<file path="config.mk">
export PLATFORM = sky130hd
export DESIGN_NAME = seg7_scan_driver
export DESIGN_NICKNAME = d
export VERILOG_FILES = /design/src/rtl/seg7_scan_driver.sv
export SDC_FILE = /design/constraint.sdc
export NUM_CORES = 1
export LEC_CHECK = 0
export ABC_AREA = 1
export BUFFER_PORTS_ARGS = -buffer_cell sky130_fd_sc_hd__buf_2
export CAP_MARGIN = 0
export CORE_MARGIN = 5
export CORE_UTILIZATION = 40
export CTS_CLUSTER_DIAMETER = 100
export DETAILED_ROUTE_END_ITERATION = 8
export SYNTH_ARGS = -nofsm -noshare
export SYNTH_HDL_FRONTEND = slang
export SYNTH_SLANG_ARGS = --single-unit
</file>
<file path="constraint.sdc">
create_clock -name clk -period 2.64 [get_ports clk]
set_clock_uncertainty 0.1 [all_clocks]
set_input_delay 0.396 -clock clk [delete_from_list [all_inputs] [get_ports clk]]
set_output_delay 0.396 -clock clk [all_outputs]
set_load 0.02 [all_outputs]
</file>
<file path="src/rtl/seg7_scan_driver.sv">
// rtl/seg7_scan_driver.sv - 4-digit multiplexed seven-segment scan driver
// Frame-synchronous shadow load, free-running blink phase, active-low outputs.
module seg7_scan_driver #(
  parameter int REFRESH_DIV = 100000,
  parameter int BLINK_DIV   = 25000000
) (
  input  logic        clk,
  input  logic        rst,
  input  logic [15:0] digits,
  input  logic [3:0]  blank_mask,
  input  logic [3:0]  blink_mask,
  input  logic [3:0]  dp,
  output logic [3:0]  an,
  output logic [6:0]  seg,
  output logic        dp_out
);

  localparam int RW = $clog2(REFRESH_DIV);
  localparam int BW = $clog2(BLINK_DIV);

  logic [RW-1:0] ref_q, ref_d;
  logic [1:0]    idx_q, idx_d;
  logic [BW-1:0] blk_q, blk_d;
  logic          phase_q, phase_d;
  logic [15:0]   sh_digits_q;
  logic [3:0]    sh_blank_q, sh_blink_q, sh_dp_q;
  logic [3:0]    an_q, an_d;
  logic [6:0]    seg_q, seg_d;
  logic          dp_out_q, dp_out_d;

  logic          tick, btick, frame_load, off;
  logic [3:0]    nib;
  logic [6:0]    dec;

  always_comb begin
    tick       = (ref_q == RW'(REFRESH_DIV - 1));
    btick      = (blk_q == BW'(BLINK_DIV - 1));
    frame_load = tick && (idx_q == 2'd3);
    ref_d      = tick ? '0 : ref_q + 1'b1;
    idx_d      = tick ? idx_q + 2'd1 : idx_q;
    blk_d      = btick ? '0 : blk_q + 1'b1;
    phase_d    = btick ? ~phase_q : phase_q;
  end

  always_comb begin
    nib = sh_digits_q[{idx_q, 2'b00} +: 4];
    off = sh_blank_q[idx_q] | (sh_blink_q[idx_q] & phase_q);
    case (nib)
      4'h0:    dec = 7'b1000000;
      4'h1:    dec = 7'b1111001;
      4'h2:    dec = 7'b0100100;
      4'h3:    dec = 7'b0110000;
      4'h4:    dec = 7'b0011001;
      4'h5:    dec = 7'b0010010;
      4'h6:    dec = 7'b0000010;
      4'h7:    dec = 7'b1111000;
      4'h8:    dec = 7'b0000000;
      4'h9:    dec = 7'b0010000;
      4'hA:    dec = 7'b0001000;
      4'hB:    dec = 7'b0000011;
      4'hC:    dec = 7'b1000110;
      4'hD:    dec = 7'b0100001;
      4'hE:    dec = 7'b0000110;
      default: dec = 7'b0001110;
    endcase
    an_d     = off ? 4'b1111 : ~(4'b0001 << idx_q);
    seg_d    = off ? 7'b1111111 : dec;
    dp_out_d = off ? 1'b1 : ~sh_dp_q[idx_q];
  end

  always_ff @(posedge clk) begin
    if (rst) begin
      ref_q       <= '0;
      idx_q       <= '0;
      blk_q       <= '0;
      phase_q     <= 1'b0;
      sh_digits_q <= '0;
      sh_blank_q  <= '0;
      sh_blink_q  <= '0;
      sh_dp_q     <= '0;
      an_q        <= 4'b1111;
      seg_q       <= 7'b1111111;
      dp_out_q    <= 1'b1;
    end else begin
      ref_q    <= ref_d;
      idx_q    <= idx_d;
      blk_q    <= blk_d;
      phase_q  <= phase_d;
      an_q     <= an_d;
      seg_q    <= seg_d;
      dp_out_q <= dp_out_d;
      // Shadows change only as the scan wraps to digit 0, so a frame never mixes data.
      if (frame_load) begin
        sh_digits_q <= digits;
        sh_blank_q  <= blank_mask;
        sh_blink_q  <= blink_mask;
        sh_dp_q     <= dp;
      end
    end
  end

  assign an     = an_q;
  assign seg    = seg_q;
  assign dp_out = dp_out_q;

endmodule

</file>
==> reports/results.txt, run 1 <==
Ant diodes = 0
Die Span Y = 116.7 um
Worst path cell trace = clkinv_1 -> nand3_1 -> nand2_1 -> inv_1 -> ha_1 -> inv_1 -> nand3_1 -> nand2_1 -> nand2_1 -> nand2_1
Critical setup path kind = reg2reg
Crit path buf inv count = 3
Post-synth top area cell = dfxtp_1
Antenna violations before repair = 0
Clock Sinks = 85
Clock buffer depth = 2
Gpl congestion = 0.8346
Final worst path period share = 0.8030
Total of max-cap violations = 0
Post-synth EDFFs = 0
DR WL/cell = 10.80 um
Setup violators final = 0
Crit path max-delay cell type = dfxtp_1
DRC = 0
Crit path max-delay family = simple AND/OR/NAND/NOR gates
Worst path max stage delay = 540 ps
Antenna viol nets, final = 0
Synth Flop Type = dfxtp_1
RSZ-0062 raised after global routing = no
H-tree Lvls = 3
WL final = 9690 um
PortBufs = 41
Highest clock rate = 0.4717 GHz
Largest net degree at the start of global routing = 32
Worst VDD drop = 0.3666 mV
Vias in the first global route = 3852
Mapped Nets = 756
Yosys reg bits = 85
Slew @ Worst Pin = 574.4 ps
Most common cell in the netlist = nand2_1
Core area = 11270 um2
Hold depth = 2
Slew Limit Headroom = 0.6170
Average vias per placed instance = 4.562
Synth warn = 0
Pleak = 2.275 nW
I/O pins = 42
Setup TNS = 0 ps
Area growth, synth to finish = 13.72%
CP Data Required Time = 2740 ps
Power Density = 539.0 nW/um2
Die Area = 13610 um2
Syn_area_per_cell = 6.375 um2
Run status = finished, final reports clean
Postcts setup bufs = 0
Sequential share of the synthesized area = 0.3738
Fillers = 1176
Share of cells above drive strength 1 = 0.1034
Tot GR Track Use = 0.1542
Multi-input logic area = 2231 um2
CTS tree = yes
Number of DRC markers in iteration 0 = 194
Vias = 4092
Crit. End Element = flip-flop
Synth top area share = 0.3738
Most frequent cells after synthesis = nand2_1 (211), inv_1 (125), nor2_1 (116)
Critical path depth in cells = 10
Minimum hold slack = 180.6 ps
Synth Instances = 714
Area contributors post-synth = dfxtp_1 (37%), nand2_1 (17%), inv_1 (10%)
Count of cell types in the netlist = 27
Site Rows = 39
Worst reg-to-reg path cell count = 10
PostCTS Resize Cnt = 0
First-pass GRT wire length = 16980 um
Final min period = 2120 ps
Number of CTS-inserted buffers = 9
Crit-path max FO = 11
Die W = 116.7 um
Async set-reset flop share out of synthesis = 0
Register area = 1702 um2
Critical path data arrival time = 2220 ps
Root Buffer = clkbuf_16
Total global routing overflow = 0
Syn Std Cell Area = 4552 um2
Most used cell, CP = nand2_1
Starting Density = 0.4038
Hold-fix buffers, CTS = 0
HPWL Detailed = 7132 um
DR pass1 iterations = 4
Nets@finish = 791
Worst-skew pair later-pin latency = 340 ps
Clock slew at reported path FFs = 60 ps
Endpoints failing hold = 0
Type of the worst min-delay path = in2reg
Worst setup SP type = flip-flop
Max Slew Vio Count = 0
worst paths after layout:
| check | startpoint | endpoint | slack [ps] |
|---|---|---|---|
| max | idx_q[1] | seg[2] | 520 |
| min reg2reg | blk_q[0] | blk_q[0] | 350 |
| min | rst | phase_q | 180 |
| max reg2reg | idx_q[1] | seg[2] | 520 |
layout make-up:
class	count	area share
multi-input combinational	477	0.4310
sequential	85	0.3287
clock inverter	5	0.01571
tap	143	0.03457
clock buffer	11	0.04883
timing repair buffer	46	0.04689
inverter	130	0.09427
worst reg2reg max path, delay by kind of cell (launching register included):
family | cells | cell delay, ps
buf+inv | 3 | 550
simple gates | 6 | 600
flops | 1 | 540
fa+ha+maj | 1 | 200
metal layers:
metal | GRT usage | share of wire | vias to the layer above | wire, um
li1 | - | - | 2231 | -
met1 | 0.2070 | 0.52 | 1804 | 5021
met2 | 0.2426 | 0.44 | 55 | 4294
met3 | 0.03938 | 0.035 | 2 | 335
met4 | 0.05046 | 0.0040 | 0 | 39
met5 | 0 | 0 | - | 0
placed cells by master, fill, tap and decap left out, drive strengths merged:
| cell | n |
|---|---|
| nand2 | 216 |
| inv | 130 |
| nor2 | 117 |
| dfxtp | 85 |
| buf | 46 |
| nand3 | 38 |
| nand4 | 30 |
| a21oi | 19 |
| ha | 12 |
| o21ai | 11 |
| xor2 | 11 |
| clkbuf | 11 |
| nand3b | 7 |
| nor3 | 6 |
| xnor2 | 5 |
| or2 | 5 |
| bufinv | 2 |
| clkinv | 2 |
| clkinvlp | 1 |
flip-flops by register name, summed over array words and instances, names as in the netlist:
register     flops
phase_q          1
sh_blink_q       4
idx_q            2
dp_out           1
an               4
seg              7
sh_blank_q       4
ref_q           17
blk_q           25
sh_dp_q          4
sh_digits_q     16
metrics by stage:
stage	worst slack [ps]	instance area [um2]	util	std cells	total power, W
2_1_floorplan	866.0	4552	-	714	0.001387
3_3_place_gp	657.6	4842	0.4296	881	0.001423
3_5_place_dp	528.0	4842	0.4296	881	0.001426
4_1_cts	516.9	5176	0.4592	897	0.002835
5_1_grt	282.3	5176	0.4592	897	0.002903
6_report	520.0	5176	0.4592	897	0.002790
power breakdown:
part           switching (W)  internal, W
Clock               0.000512     0.000882
Sequential        0.00000618      0.00130
Combinational      0.0000570    0.0000367
Total               0.000576      0.00221
cells by family after synthesis:
kind of cell    share of synthesized area
compound gates                    0.03298
xor+xnor                          0.03079
fa+ha+maj                         0.03298
buf+inv                            0.1374
flops                              0.3738
simple gates                       0.3920
(Power assumes the default switching activity.)
==> run 2, diff against run 1 <==
--- a/config.mk
+++ b/config.mk
@@ -5,7 +5,7 @@
 export SDC_FILE = /design/constraint.sdc
 export NUM_CORES = 1
 export LEC_CHECK = 0
-export ABC_AREA = 1
+export ABC_AREA = 0
 export BUFFER_PORTS_ARGS = -buffer_cell sky130_fd_sc_hd__buf_2
 export CAP_MARGIN = 0
 export CORE_MARGIN = 5
==> constraint.sdc (replaced) <==
create_clock -name clk -period 2 [get_ports clk]
set_clock_uncertainty 0.1 [all_clocks]
set_input_delay 0.3 -clock clk [delete_from_list [all_inputs] [get_ports clk]]
set_output_delay 0.3 -clock clk [all_outputs]
set_load 0.02 [all_outputs]
==> run 2 against run 1 <==
  * Final area shrank 13%
  * Fmax grew 13%
  * Synthesized cell count shrank 40%
  * Largest cell class unchanged
  * Critical path depth shrank 3
  * Sequential power grew 32%
  * Critical path type unchanged
  * Critical endpoint is now blk_q[9]
  * Worst setup slack lost 400 ps
  * Sequential share of layout area grew 5.1 points
  * Cell count shrank 30%
  * Combinational power grew 25%
==> reports/results.txt, run 2 <==
Run status = finished, final reports clean
Critical path data arrival time = 2010 ps (-210 ps)
Final WS setup = 122.6 ps (-397.4 ps)
WL final = 7639 um (-21%)
Final Cell Area = 4498 um2 (-13%)
Crit path buf inv count = 1 (-2)
Largest net degree at the start of global routing = 29 (-9.4%)
Crit path max-delay family = simple AND/OR/NAND/NOR gates
Number of CTS-inserted buffers = 9 (unchanged)
Synth warn = 0 (unchanged)
Synth Flop Type = dfxtp_1
Max Slew Vio Count = 0 (unchanged)
Most frequent cells after synthesis = dfxtp_1 (85), nand2_1 (85), nor2_1 (52)
Worst-skew pair later-pin latency = 340 ps (about the same)
Share of cells above drive strength 1 = 0.2229 (+0.1194)
Post-synth EDFFs = 0 (unchanged)
RSZ-0062 raised after global routing = yes
Clock slew at reported path FFs = 80 ps (+20 ps)
Type of the worst min-delay path = in2reg
Count of cell types in the netlist = 38 (+41%)
Area growth, synth to finish = 18.14%
Setup violators final = 0 (unchanged)
Total global routing overflow = 0 (unchanged)
Endpoints failing hold = 0 (unchanged)
Total of max-cap violations = 0 (unchanged)
PortBufs = 41 (unchanged)
Reg with most FFs = blk_q
Antenna viol nets, final = 0 (unchanged)
Crit. End Element = flip-flop
Number of DRC markers in iteration 0 = 109 (-44%)
Slew Limit Headroom = 0.7702 (+0.1532)
Async set-reset flop share out of synthesis = 0 (unchanged)
Starting Density = 0.4121 (+0.008233)
Crit-path max FO = 8 (-3)
Setup TNS = 0 ps (unchanged)
Highest clock rate = 0.5326 GHz (+13%)
Critical setup path kind = reg2reg
Pleak = 1.681 nW (-26%)
Clock Sinks = 85 (unchanged)
Power Density = 645.2 nW/um2 (+20%)
Max reg flops = 25 (unchanged)
Final worst path period share = 0.9387 (+0.1357)
Crit path max-delay cell type = or4_4
Most common cell after layout, fill and taps aside = nand2_1
Worst VDD drop = 0.4340 mV (+18%)
Syn Std Cell Area = 3807 um2 (-16%)
Mapped Nets = 472 (-38%)
Sequential share of the synthesized area = 0.4469 (+0.07310)
Ant diodes = 0 (unchanged)
Synth top area share = 0.4469 (+0.07310)
Average vias per placed instance = 4.774 (+4.6%)
Die Area = 11570 um2 (-15%)
DR WL/cell = 12.18 um (+13%)
Final Power = 0.002902 W (+4.0%)
DP Worst Slack = 48.84 ps (-479.1 ps)
Vias = 2993 (-27%)
Slew @ Worst Pin = 341.5 ps (-232.9 ps)
Final min period = 1877 ps (-242.6 ps)
Tot GR Track Use = 0.1401 (-0.01406)
Synth Instances = 430 (-40%)
Worst path cell trace = ha_1 -> nor4b_2 -> nand3_1 -> or4_4 -> nand2b_2 -> buf_4 -> nor2_1
Gpl congestion = 0.8317 (-0.35%)
Worst path max stage delay = 540 ps (about the same)
Die Span Y = 107.6 um (-7.8%)
Vias in the first global route = 2831 (-27%)
I/O pins = 42 (unchanged)
HPWL Detailed = 5747 um (-19%)
Placed Area = 4284 um2 (-12%)
Area contributors post-synth = dfxtp_1 (45%), nand2_1 (8.4%), xor2_1 (5.8%)
Core area = 9240 um2 (-18%)
Yosys reg bits = 85 (unchanged)
Commonest non-fill, non-tap cells in the layout = nand2_1 (85), dfxtp_1 (82), nor2_1 (52)
Root Buffer = clkbuf_8
Clock buffer depth = 2 (unchanged)
Worst setup SP type = flip-flop
Site Rows = 35 (-10%)
CTS tree = yes
Post-synth top area cell = dfxtp_1
Die W = 107.6 um (-7.8%)
Syn_area_per_cell = 8.854 um2 (+39%)
First-pass GRT wire length = 13160 um (-23%)
DR pass1 iterations = 4 (unchanged)
Largest registers = blk_q x25, ref_q x17, sh_digits_q x16
H-tree Lvls = 3 (unchanged)
Antenna violations before repair = 0 (unchanged)
Nets@finish = 535 (-32%)
CP Data Required Time = 2140 ps (-600 ps)
DRC = 0 (unchanged)
## run 2: changes by cell type after synthesis, sizes merged, moves of 7 or more
cell	change
nand2	-131
inv	-121
nor2	-64
nand4	-19
nand3	-17
xor2	+14
a21oi	+12
xnor2	+12
mux2i	+8
o21ai	-8
and3	+7
buf	-7
nand3b	-7
## run 2: area by class of cell
cell class	count	area [um2]
clock inverter	4	23.77
fill	889	4742
clock buffer	12	145.1
multi-input combinational	317	1979
timing repair buffer	72	450.4
inverter	8	30.03
sequential	85	1708
tap	129	161.4
## run 2: worst paths after layout
| path | from | to | slack [ps] | cells past startpoint |
|---|---|---|---|---|
| setup / recovery | blk_q[1] | blk_q[9] | 120 | 7 |
| hold reg to reg | sh_blink_q[3] | sh_blink_q[3] | 360 | 2 |
| hold / removal | digits[7] | sh_digits_q[7] | 90 | 3 |
| setup reg to reg | blk_q[1] | blk_q[9] | 120 | 7 |
## run 2: cells by family (layout without fill, tap and decap cells)
logic type,Yosys count,after routing,synth area share
AND/OR/NAND/NOR,206,206,0.2537
flip-flops,85,85,0.4469
XOR/XNOR,42,42,0.09661
AO/OA/AOI/OAI,41,41,0.05915
buffers and inverters,28,96,0.04173
multiplexers,16,16,0.06244
adder cells (fa/ha/maj),12,12,0.03943
## run 2: stage by stage
stage	util	cells	hold slack, ps
2_1_floorplan	-	430	333.1
3_3_place_gp	0.4636	610	340.9
3_5_place_dp	0.4636	610	351.7
4_1_cts	0.4819	626	73.74
5_1_grt	0.4868	627	75.08
6_report	0.4868	627	89.43
## run 2: metal layers
layer | GRT usage | vias up | routed length [um]
met1 | 0.1845 | 1364 | 3649
met5 | 0 | - | 0
met2 | 0.2225 | 50 | 3592
li1 | - | 1571 | -
met3 | 0.03479 | 8 | 267
met4 | 0.05050 | 0 | 129
## run 2: power breakdown
part / switching, W / leakage [nW] / internal, W / total (W)
logic: 0.0000642 / 0.901 / 0.0000527 / 0.000117
clock network: 0.000585 / 0.0901 / 0.000483 / 0.00107
registers: 0.0000104 / 0.690 / 0.00171 / 0.00172
## run 2: worst min-delay path, delay by kind of cell
kind / cells / cell delay (ps)
compound gates: 1 / 50
simple gates: 1 / 40
buf+inv: 1 / 90
## run 2: repair_timing
item	in CTS	in global routing
hold buffers	0	0
gates resized for setup	0	10
hold endpoints to repair	0	0
setup endpoints to repair	0	57
buffers inserted	0	1
